### src/rtl/usb_tx_pkg.sv
// Shared constants for the USB full-speed transmit encoder: FSM encodings,
// the SYNC pattern and the {d_plus, d_minus} line states.
package usb_tx_pkg;

  localparam logic [2:0] ST_IDLE    = 3'd0;
  localparam logic [2:0] ST_SYNC    = 3'd1;
  localparam logic [2:0] ST_DATA    = 3'd2;
  localparam logic [2:0] ST_EOP_SE0 = 3'd3;
  localparam logic [2:0] ST_EOP_J   = 3'd4;

  localparam logic [7:0] SYNC_BYTE = 8'h80;

  localparam logic [1:0] LINE_J   = 2'b10;
  localparam logic [1:0] LINE_K   = 2'b01;
  localparam logic [1:0] LINE_SE0 = 2'b00;

endpackage

### src/rtl/usb_nrzi_stuffer.sv
// Ones-run counter, stuff request and NRZI level for the transmit path.
// `level` is the line level for the bit being strobed this cycle (1 = J).
module usb_nrzi_stuffer #(
  parameter int STUFF_LIMIT = 6
) (
  input  logic clk,
  input  logic clear,
  input  logic bit_in,
  input  logic bit_strobe,
  output logic stuff_req,
  output logic level
);

  localparam int OW = $clog2(STUFF_LIMIT + 1);

  logic [OW-1:0] ones;
  logic          level_q;
  logic          send_zero;

  assign stuff_req = (ones >= OW'(STUFF_LIMIT));
  // A pending stuff forces a 0 onto the line regardless of bit_in.
  assign send_zero = stuff_req || !bit_in;
  assign level     = (bit_strobe && send_zero) ? !level_q : level_q;

  always_ff @(posedge clk) begin
    if (clear) begin
      ones    <= '0;
      level_q <= 1'b1;
    end else if (bit_strobe) begin
      level_q <= level;
      if (send_zero) ones <= '0;
      else           ones <= ones + 1'b1;
    end
  end

endmodule

### src/rtl/usb_tx_encoder.sv
// USB full-speed transmit line encoder: SYNC, LSB-first serialization with
// bit stuffing and NRZI, then SE0/SE0/J end of packet.
import usb_tx_pkg::*;

module usb_tx_encoder #(
  parameter int CLKS_PER_BIT = 8,
  parameter int STUFF_LIMIT  = 6
) (
  input  logic       clk,
  input  logic       rst,
  input  logic [7:0] tx_data,
  input  logic       tx_valid,
  input  logic       tx_last,
  output logic       tx_ready,
  output logic       d_plus,
  output logic       d_minus,
  output logic       tx_busy,
  output logic       tx_err
);

  localparam logic [7:0] TICK_RELOAD = 8'(CLKS_PER_BIT - 1);

  logic [2:0] state;
  logic [7:0] shreg;
  logic [7:0] hold;
  logic       hold_full;
  logic       last_seen;
  logic [3:0] bit_cnt;
  logic [7:0] tick;
  logic       eop_bit;
  logic [1:0] line;

  logic       accept, tick_zero, shifting, byte_done, have_byte;
  logic [7:0] next_byte;
  logic       strobe, bit_val, stuff_req, level, clear;

  assign tx_ready  = !hold_full && !last_seen;
  assign tx_busy   = (state != ST_IDLE);
  assign accept    = tx_valid && tx_ready;
  assign tick_zero = (tick == '0);
  assign shifting  = ((state == ST_SYNC) || (state == ST_DATA)) && tick_zero;
  assign byte_done = (bit_cnt == 4'd8);
  // A byte accepted on the boundary edge itself goes straight to the shifter.
  assign next_byte = hold_full ? hold : tx_data;
  assign have_byte = hold_full || accept;
  assign clear     = rst || ((state == ST_EOP_SE0) && tick_zero && eop_bit);
  assign d_plus    = line[1];
  assign d_minus   = line[0];

  always_comb begin
    strobe  = 1'b0;
    bit_val = 1'b0;
    if ((state == ST_IDLE) && accept) begin
      strobe  = 1'b1;
      bit_val = SYNC_BYTE[0];
    end else if (shifting) begin
      if (stuff_req) begin
        strobe = 1'b1;
      end else if (!byte_done) begin
        strobe  = 1'b1;
        bit_val = shreg[0];
      end else if (have_byte) begin
        strobe  = 1'b1;
        bit_val = next_byte[0];
      end
    end
  end

  usb_nrzi_stuffer #(.STUFF_LIMIT(STUFF_LIMIT)) u_stuffer (
    .clk       (clk),
    .clear     (clear),
    .bit_in    (bit_val),
    .bit_strobe(strobe),
    .stuff_req (stuff_req),
    .level     (level)
  );

  always_ff @(posedge clk) begin
    if (rst) begin
      state     <= ST_IDLE;
      line      <= LINE_J;
      shreg     <= '0;
      hold      <= '0;
      hold_full <= 1'b0;
      last_seen <= 1'b0;
      bit_cnt   <= '0;
      tick      <= '0;
      eop_bit   <= 1'b0;
      tx_err    <= 1'b0;
    end else begin
      tx_err <= 1'b0;
      if (strobe) begin
        line <= level ? LINE_J : LINE_K;
        tick <= TICK_RELOAD;
      end else if (!tick_zero) begin
        tick <= tick - 1'b1;
      end
      if (accept) begin
        hold      <= tx_data;
        hold_full <= 1'b1;
        last_seen <= tx_last;
      end
      case (state)
        ST_IDLE: if (accept) begin
          state   <= ST_SYNC;
          shreg   <= SYNC_BYTE >> 1;
          bit_cnt <= 4'd1;
        end
        ST_SYNC, ST_DATA: if (shifting && !stuff_req) begin
          if (!byte_done) begin
            shreg   <= shreg >> 1;
            bit_cnt <= bit_cnt + 4'd1;
          end else if (have_byte) begin
            state     <= ST_DATA;
            shreg     <= next_byte >> 1;
            bit_cnt   <= 4'd1;
            hold_full <= 1'b0;
          end else begin
            // Underrun also sets last_seen so nothing is accepted during EOP.
            state     <= ST_EOP_SE0;
            line      <= LINE_SE0;
            tick      <= TICK_RELOAD;
            eop_bit   <= 1'b0;
            tx_err    <= !last_seen;
            last_seen <= 1'b1;
          end
        end
        ST_EOP_SE0: if (tick_zero) begin
          tick <= TICK_RELOAD;
          if (!eop_bit) begin
            eop_bit <= 1'b1;
          end else begin
            state <= ST_EOP_J;
            line  <= LINE_J;
          end
        end
        ST_EOP_J: if (tick_zero) begin
          state     <= ST_IDLE;
          last_seen <= 1'b0;
        end
        default: state <= ST_IDLE;
      endcase
    end
  end

endmodule

### config.mk
export PLATFORM = sky130hd
export DESIGN_NAME = usb_tx_encoder
export DESIGN_NICKNAME = d
export VERILOG_FILES = /design/src/rtl/usb_tx_pkg.sv /design/src/rtl/usb_nrzi_stuffer.sv /design/src/rtl/usb_tx_encoder.sv
export SDC_FILE = /design/constraint.sdc
export NUM_CORES = 1
export LEC_CHECK = 0
export CORE_AREA = 2 2 68 70
export CTS_BUF_LIST = sky130_fd_sc_hd__clkbuf_4
export DETAILED_ROUTE_END_ITERATION = 16
export DIE_AREA = 0 0 70 72
export GPL_TIMING_DRIVEN = 0
export HOLD_SLACK_MARGIN = 0.15
export PLACE_DENSITY_LB_ADDON = 0.15
export SYNTH_ARGS = -nofsm -noshare
export SYNTH_HDL_FRONTEND = slang
export SYNTH_SLANG_ARGS = --single-unit
### constraint.sdc
create_clock -name clk -period 2.1 [get_ports clk]
set_clock_uncertainty 0.15 [all_clocks]
set_input_delay 0.42 -clock clk [delete_from_list [all_inputs] [get_ports clk]]
set_output_delay 0.42 -clock clk [all_outputs]
set_load 0.05 [all_outputs]
==> results of run 1 <==
==> cell type report <==
cell class	count	area, um2
Fill cell	368	1460
Timing Repair Buffer	39	350
Multi-Input combinational cell	171	1440
Clock inverter	2	12.5
Tap cell	52	65.1
Inverter	9	33.8
Clock buffer	5	37.5
Sequential cell	40	823
Buffer	9	43.8
==> worst paths after layout <==
kind / start / to / cells past startpoint
min: shreg[5]$_SDFFE_PP0P_ / shreg[5]$_SDFFE_PP0P_ / 1
max reg2reg: tick[4]$_SDFF_PP0_ / u_stuffer.level_q$_SDFFE_PP1N_ / 5
max: tick[4]$_SDFF_PP0_ / u_stuffer.level_q$_SDFFE_PP1N_ / 5
min reg2reg: shreg[5]$_SDFFE_PP0P_ / shreg[5]$_SDFFE_PP0P_ / 1
==> flip-flops by register name, indices dropped and copies added, names as in the netlist <==
name and cells:
line 2, tx_err 1, eop_bit 1, hold 8, last_seen 1, hold_full 1, state 3, tick 8
shreg 7, bit_cnt 4, u_stuffer.ones 3, u_stuffer.level_q 1
==> routing by layer <==
layer / share of wire [%] / up-vias / wire [um]
met2: 47 / 50 / 2300
li1: - / 932 / -
met3: 4.5 / 9 / 220
met1: 46 / 862 / 2240
met4: 2.4 / 0 / 119
met5: 0 / - / 0
==> worst register-to-register path, cell delays in order, from the launching register on <==
cell      delay [ns]
dfxtp_4         0.39
or4_4           0.61
nor4_4          0.32
o2111a_2        0.35
nor3_2          0.05
or3b_1          0.33
==> through the flow <==
stage	hold slack, ns	util (%)	cell area (um2)
after global placement	0.297	54.9	2340
after detailed placement	0.303	54.9	2340
after global routing	0.353	65.9	2810
after CTS	0.333	62.5	2670
final	0.335	65.9	2810
after floorplan	0.283	-	2110
==> logic make-up after synthesis <==
group / count (synthesis)
buffers and inverters: 21
muxes: 18
adders and majority gates: 6
DFF: 40
AOI/OAI and AO/OA: 50
and+or+nand+nor: 89
xor gates and xnor gates: 8
==> cell usage after synthesis (all sizes together), types with 2 or more instances <==
cell type  count  share of area [%]
a21oi         14                3.3
a22oi          3                1.1
a311oi         2               0.84
a31o           2               0.84
and3           2               0.60
and3b          2               0.84
buf            3               0.66
clkbuf         9                1.6
dfxtp         40                 38
ha             6                3.6
inv            9                1.6
mux2i         18                8.6
nand2          8                1.4
nand2b         2               0.60
nand3          4                1.2
nand3b         2               0.72
nor2          35                7.1
nor2b          3               0.90
nor3          10                2.4
nor3b          4                1.4
nor4           7                3.1
o21ai          7                1.9
o2bb2ai        7                2.9
o31ai          3                1.1
or3            2               0.60
or3b           2               0.84
or4            2               0.90
xnor2          5                2.1
xor2           3                1.3
==> power by group through the flow <==
| stage | Combinational (mW) | Sequential, mW | Clock (mW) |
|---|---|---|---|
| 5_1_grt | 1.99 | 1.08 | 0.417 |
| 2_1_floorplan | 1.10 | 1.05 | 0 |
| 3_3_place_gp | 1.41 | 1.02 | 0 |
| 4_1_cts | 1.70 | 1.05 | 0.395 |
| 6_report | 1.86 | 1.06 | 0.387 |
| 3_5_place_dp | 1.42 | 1.02 | 0 |
==> timing repair <==
action,4_1_cts,5_1_grt
resized for setup,48,30
buffers inserted,15,8
pin swaps,13,13
endpoints found under the setup margin,38,24
==> results_dict.tcl, run 1 <==
set metrics [dict create \
    pwr-share-clk_pct 11.7 \
    cp_cell_sequence "or4_4, nor4_4, o2111a_2, nor3_2, or3b_1" \
    cp_data_arrival_time_ns 2.40 \
    crit_slowest_cell "or4_4" \
    clk_latency_ns 0.36 \
    synthMuxAreaShare_pct 8.61 \
    p_seq_share_pct 32.1 \
    cts_tree "done" \
    synth_top_family_by_area "simple AND/OR/NAND/NOR gates" \
    clk_path_buf_depth 2 \
    ys_seq_elements 40 \
    cts_sinks 40 \
    syn_area_per_cell_um2 9.02 \
    rows 24 \
    clock-root-buffer "clkbuf_4" \
    area_growth_pct 34.3 \
    synth_compound_area_share_pct 18.2 \
    grtUsageMet1_pct 24.4 \
    violations "negative setup slack" \
    n_antenna_cell 0 \
    max-vdd-ir-drop_uv 532 \
    vias 1853 \
    worst_pin_slew_ns 0.644 \
    coreArea_mm2 0.00426 \
    drv_cap 0 \
    ys_seq_area_share_pct 38.3 \
    grt_pass1_wl_um 7890 \
    p_leak_nw 1.09 \
    final.period_utilization_pct 109 \
    cts-buffers-inserted 5 \
    pre_cts_ws_ns -0.712 \
    setup_viol 15 \
    gr-usage-met3_pct 4.58 \
    required_ns 2.21 \
    critPathLaunchType "flop" \
    cellPowerDensity_mw_per_mm2 1180 \
    busiest_layer "met2" \
    layout_common_cells "32 x nor2_1, 28 x dfxtp_1, 22 x buf_4" \
    synth_edf_count 0 \
    max_freq_ghz 0.435 \
    start_util_pct 49.1 \
    yosys_most_used_dff "dfxtp_1" \
    finalMaxSlewViolations 0 \
    grt_max_degree 13 \
    drive_above_1_share_pct 33.5 \
    first_global_vias 1719 \
    drtIter0Drc 108 \
    hold_violations 0 \
    async_flop_share_pct 0 \
    swShare_pct 42.8 \
    intPower_mw 1.89 \
    final_cells 327 \
    yosys.area_share.xor_xnor_pct 3.35 \
    path_class "flop to flop" \
    critical_path.max_stage_delay_ns 0.61 \
    switching_power_mw 1.41 \
    outcome "finished, violations left" \
    path_max_fanout 5 \
    drcViolationCount 0 \
    grt_usage_pct 19.8 \
    setup_tns_ns -1.12 \
    globalRouteMet2Util_pct 33.1 \
    die-area_mm2 0.00504 \
    drt-pass1-iter-count 4 \
    timing.critical_path.buf_inv 0 \
    cts_hold_buffers 0 \
    ios 17 \
    worst_slack_ns -0.197 \
    grt_overflow 0 \
    final_common_cell "nor2_1" \
    antenna_found_initial 0 \
    worst-r2r-setup-slack_ns -0.20 \
    routed_wl_um 4880 \
    netlist_instances 232 \
    ys_types 55 \
    wl_per_cell_um 14.9 \
    synthesis.area_mm2 0.00209 \
    die_w_um 70 \
    io_buffers 16 \
    cts_htree_levels 2 \
    antenna_left 0 \
    clk_pin_slew_ns 0.13 \
    nets 293 \
    p_total_mw 3.30 \
    cp_top_family "simple AND/OR/NAND/NOR gates" \
    hold_class "flop to flop" \
    synth-adder-area-share_pct 3.59 \
    slew_headroom_pct 56.7 \
    hpwl_um 3140 \
    end_kind "flop" \
    gp_congestion 0.838 \
    synthSimpleGateAreaFrac_pct 24.1 \
    p_comb_share_pct 56.2 \
    dp_cells 300 \
    viasPerCell 5.67 \
    rsz0062_at_grt "yes" \
    ys_warn_count 0 \
    die_height_um 72 \
    synthesis.nets 250 \
    layout_min_cycle_time_ns 2.30 \
]
(Power assumes the default switching activity.)
==> inputs of run 2 (changes only) <==
--- a/config.mk
+++ b/config.mk
@@ -5,13 +5,16 @@
 export SDC_FILE = /design/constraint.sdc
 export NUM_CORES = 1
 export LEC_CHECK = 0
-export CORE_AREA = 2 2 68 70
+export CELL_PAD_IN_SITES_DETAIL_PLACEMENT = 0
+export CELL_PAD_IN_SITES_GLOBAL_PLACEMENT = 2
+export CORE_AREA = 2 2 82 84
 export CTS_BUF_LIST = sky130_fd_sc_hd__clkbuf_4
 export DETAILED_ROUTE_END_ITERATION = 16
-export DIE_AREA = 0 0 70 72
+export DIE_AREA = 0 0 84 86
 export GPL_TIMING_DRIVEN = 0
 export HOLD_SLACK_MARGIN = 0.15
 export PLACE_DENSITY_LB_ADDON = 0.15
+export SKIP_CTS_REPAIR_TIMING = 1
 export SYNTH_ARGS = -nofsm -noshare
 export SYNTH_HDL_FRONTEND = slang
 export SYNTH_SLANG_ARGS = --single-unit
==> results_dict.tcl, run 2 (synthesized netlist as in run 1, its figures left out) <==
set metrics [dict create \
    cts_htree_levels 2 \
    hold_class "flop to flop" \
    max_freq_ghz 0.433 \
    ios 17 \
    antenna_found_initial 0 \
    setup_tns_ns -1.82 \
    cts_tree "done" \
    rows 29 \
    outcome "finished, violations left" \
    layout_min_cycle_time_ns 2.31 \
    worst-r2r-setup-slack_ns -0.21 \
    first_global_vias 1693 \
    drtIter0Drc 50 \
    clk_latency_ns 0.35 \
    filler_cell_count 633 \
    layout_common_cells "33 x nor2_1, 31 x dfxtp_1, 20 x buf_4" \
    worst_slack_ns -0.207 \
    coreArea_mm2 0.00628 \
    grt_pass1_wl_um 8360 \
    routed_wl_um 5140 \
    grt_usage_pct 14.5 \
    clk_pin_slew_ns 0.13 \
    drive_above_1_share_pct 25.9 \
    hpwl_um 3520 \
    start_util_pct 33.3 \
    required_ns 2.19 \
    path_class "flop to flop" \
    slew_headroom_pct 56.8 \
    hold_violations 0 \
    final_cell_area_mm2 0.00275 \
    critPathLaunchType "flop" \
    cellPowerDensity_mw_per_mm2 1210 \
    final_cells 351 \
    gp_congestion 0.750 \
    n_antenna_cell 0 \
    drv_cap 0 \
    worst_pin_slew_ns 0.643 \
    cts_sinks 40 \
    final_common_cell "nor2_1" \
    grt_max_degree 13 \
    dp_cells 325 \
    finalMaxSlewViolations 0 \
    area_growth_pct 31.2 \
    place_area_mm2 0.00237 \
    io_buffers 16 \
    clk_path_buf_depth 2 \
    p_leak_nw 1.08 \
    path_max_fanout 7 \
    vias 1803 \
    die_w_um 84 \
    nets 291 \
    die_height_um 86 \
    final.period_utilization_pct 110 \
    viasPerCell 5.14 \
    antenna_left 0 \
    setup_viol 15 \
    violations "negative setup slack" \
    rsz0062_at_grt "yes" \
    wl_per_cell_um 14.6 \
    clock-root-buffer "clkbuf_4" \
    drcViolationCount 0 \
    max-vdd-ir-drop_uv 538 \
    cp_data_arrival_time_ns 2.40 \
    p_total_mw 3.32 \
    die-area_mm2 0.00722 \
    grt_overflow 0 \
    end_kind "flop" \
    cts-buffers-inserted 5 \
    drt-pass1-iter-count 4 \
    reg.largest.list "hold x8, tick x8, shreg x7" \
]
-- run 2: metal layers --
layer  GRT usage (%)  share of wire [%]  up-vias
li1                -                  -      926
met1            18.5                 49      854
met2            24.5                 47       16
met3            2.89                2.0        7
met4            5.13                1.3        0
met5               0                  0        -
-- run 2: final cells by class --
class	instances	area (um2)	area share (%)
Multi-Input combinational cell	171	1350	49.3
Sequential cell	40	817	29.8
Timing Repair Buffer	35	307	11.2
Tap cell	77	96.3	3.51
Buffer	11	61.3	2.23
Clock buffer	5	37.5	1.37
Clock inverter	3	37.5	1.37
Inverter	9	36.3	1.32
-- run 2: final timing paths --
path | cells past startpoint | start | endpoint
worst max-delay path | 7 | tick[0]$_SDFF_PP0_ | u_stuffer.level_q$_SDFFE_PP1N_
worst max register to register | 7 | tick[0]$_SDFF_PP0_ | u_stuffer.level_q$_SDFFE_PP1N_
worst min register to register | 1 | shreg[5]$_SDFFE_PP0P_ | shreg[5]$_SDFFE_PP0P_
worst min-delay path | 1 | shreg[5]$_SDFFE_PP0P_ | shreg[5]$_SDFFE_PP0P_
-- run 2: critical path, stage by stage, from the launching register on --
cell      delay, ns
dfxtp_4        0.39
inv_4          0.06
ha_4           0.12
or3b_4         0.43
nor4_4         0.31
o2111a_2       0.35
nor3_1         0.06
or3b_1         0.34
-- run 2: through the flow --
stage | utilization [%] | hold slack, ns | worst slack [ns]
2_1_floorplan | - | 0.283 | -0.0526
3_3_place_gp | 37.8 | 0.299 | -0.944
3_5_place_dp | 37.8 | 0.298 | -0.810
4_1_cts | 39.0 | 0.330 | -0.803
5_1_grt | 43.7 | 0.354 | -0.280
6_report | 43.7 | 0.325 | -0.207
-- run 2: where the power goes --
part	internal (mW)	switching (mW)	total, mW
Clock	0.244	0.258	0.502
Sequential	0.911	0.152	1.06
Combinational	0.814	0.942	1.76
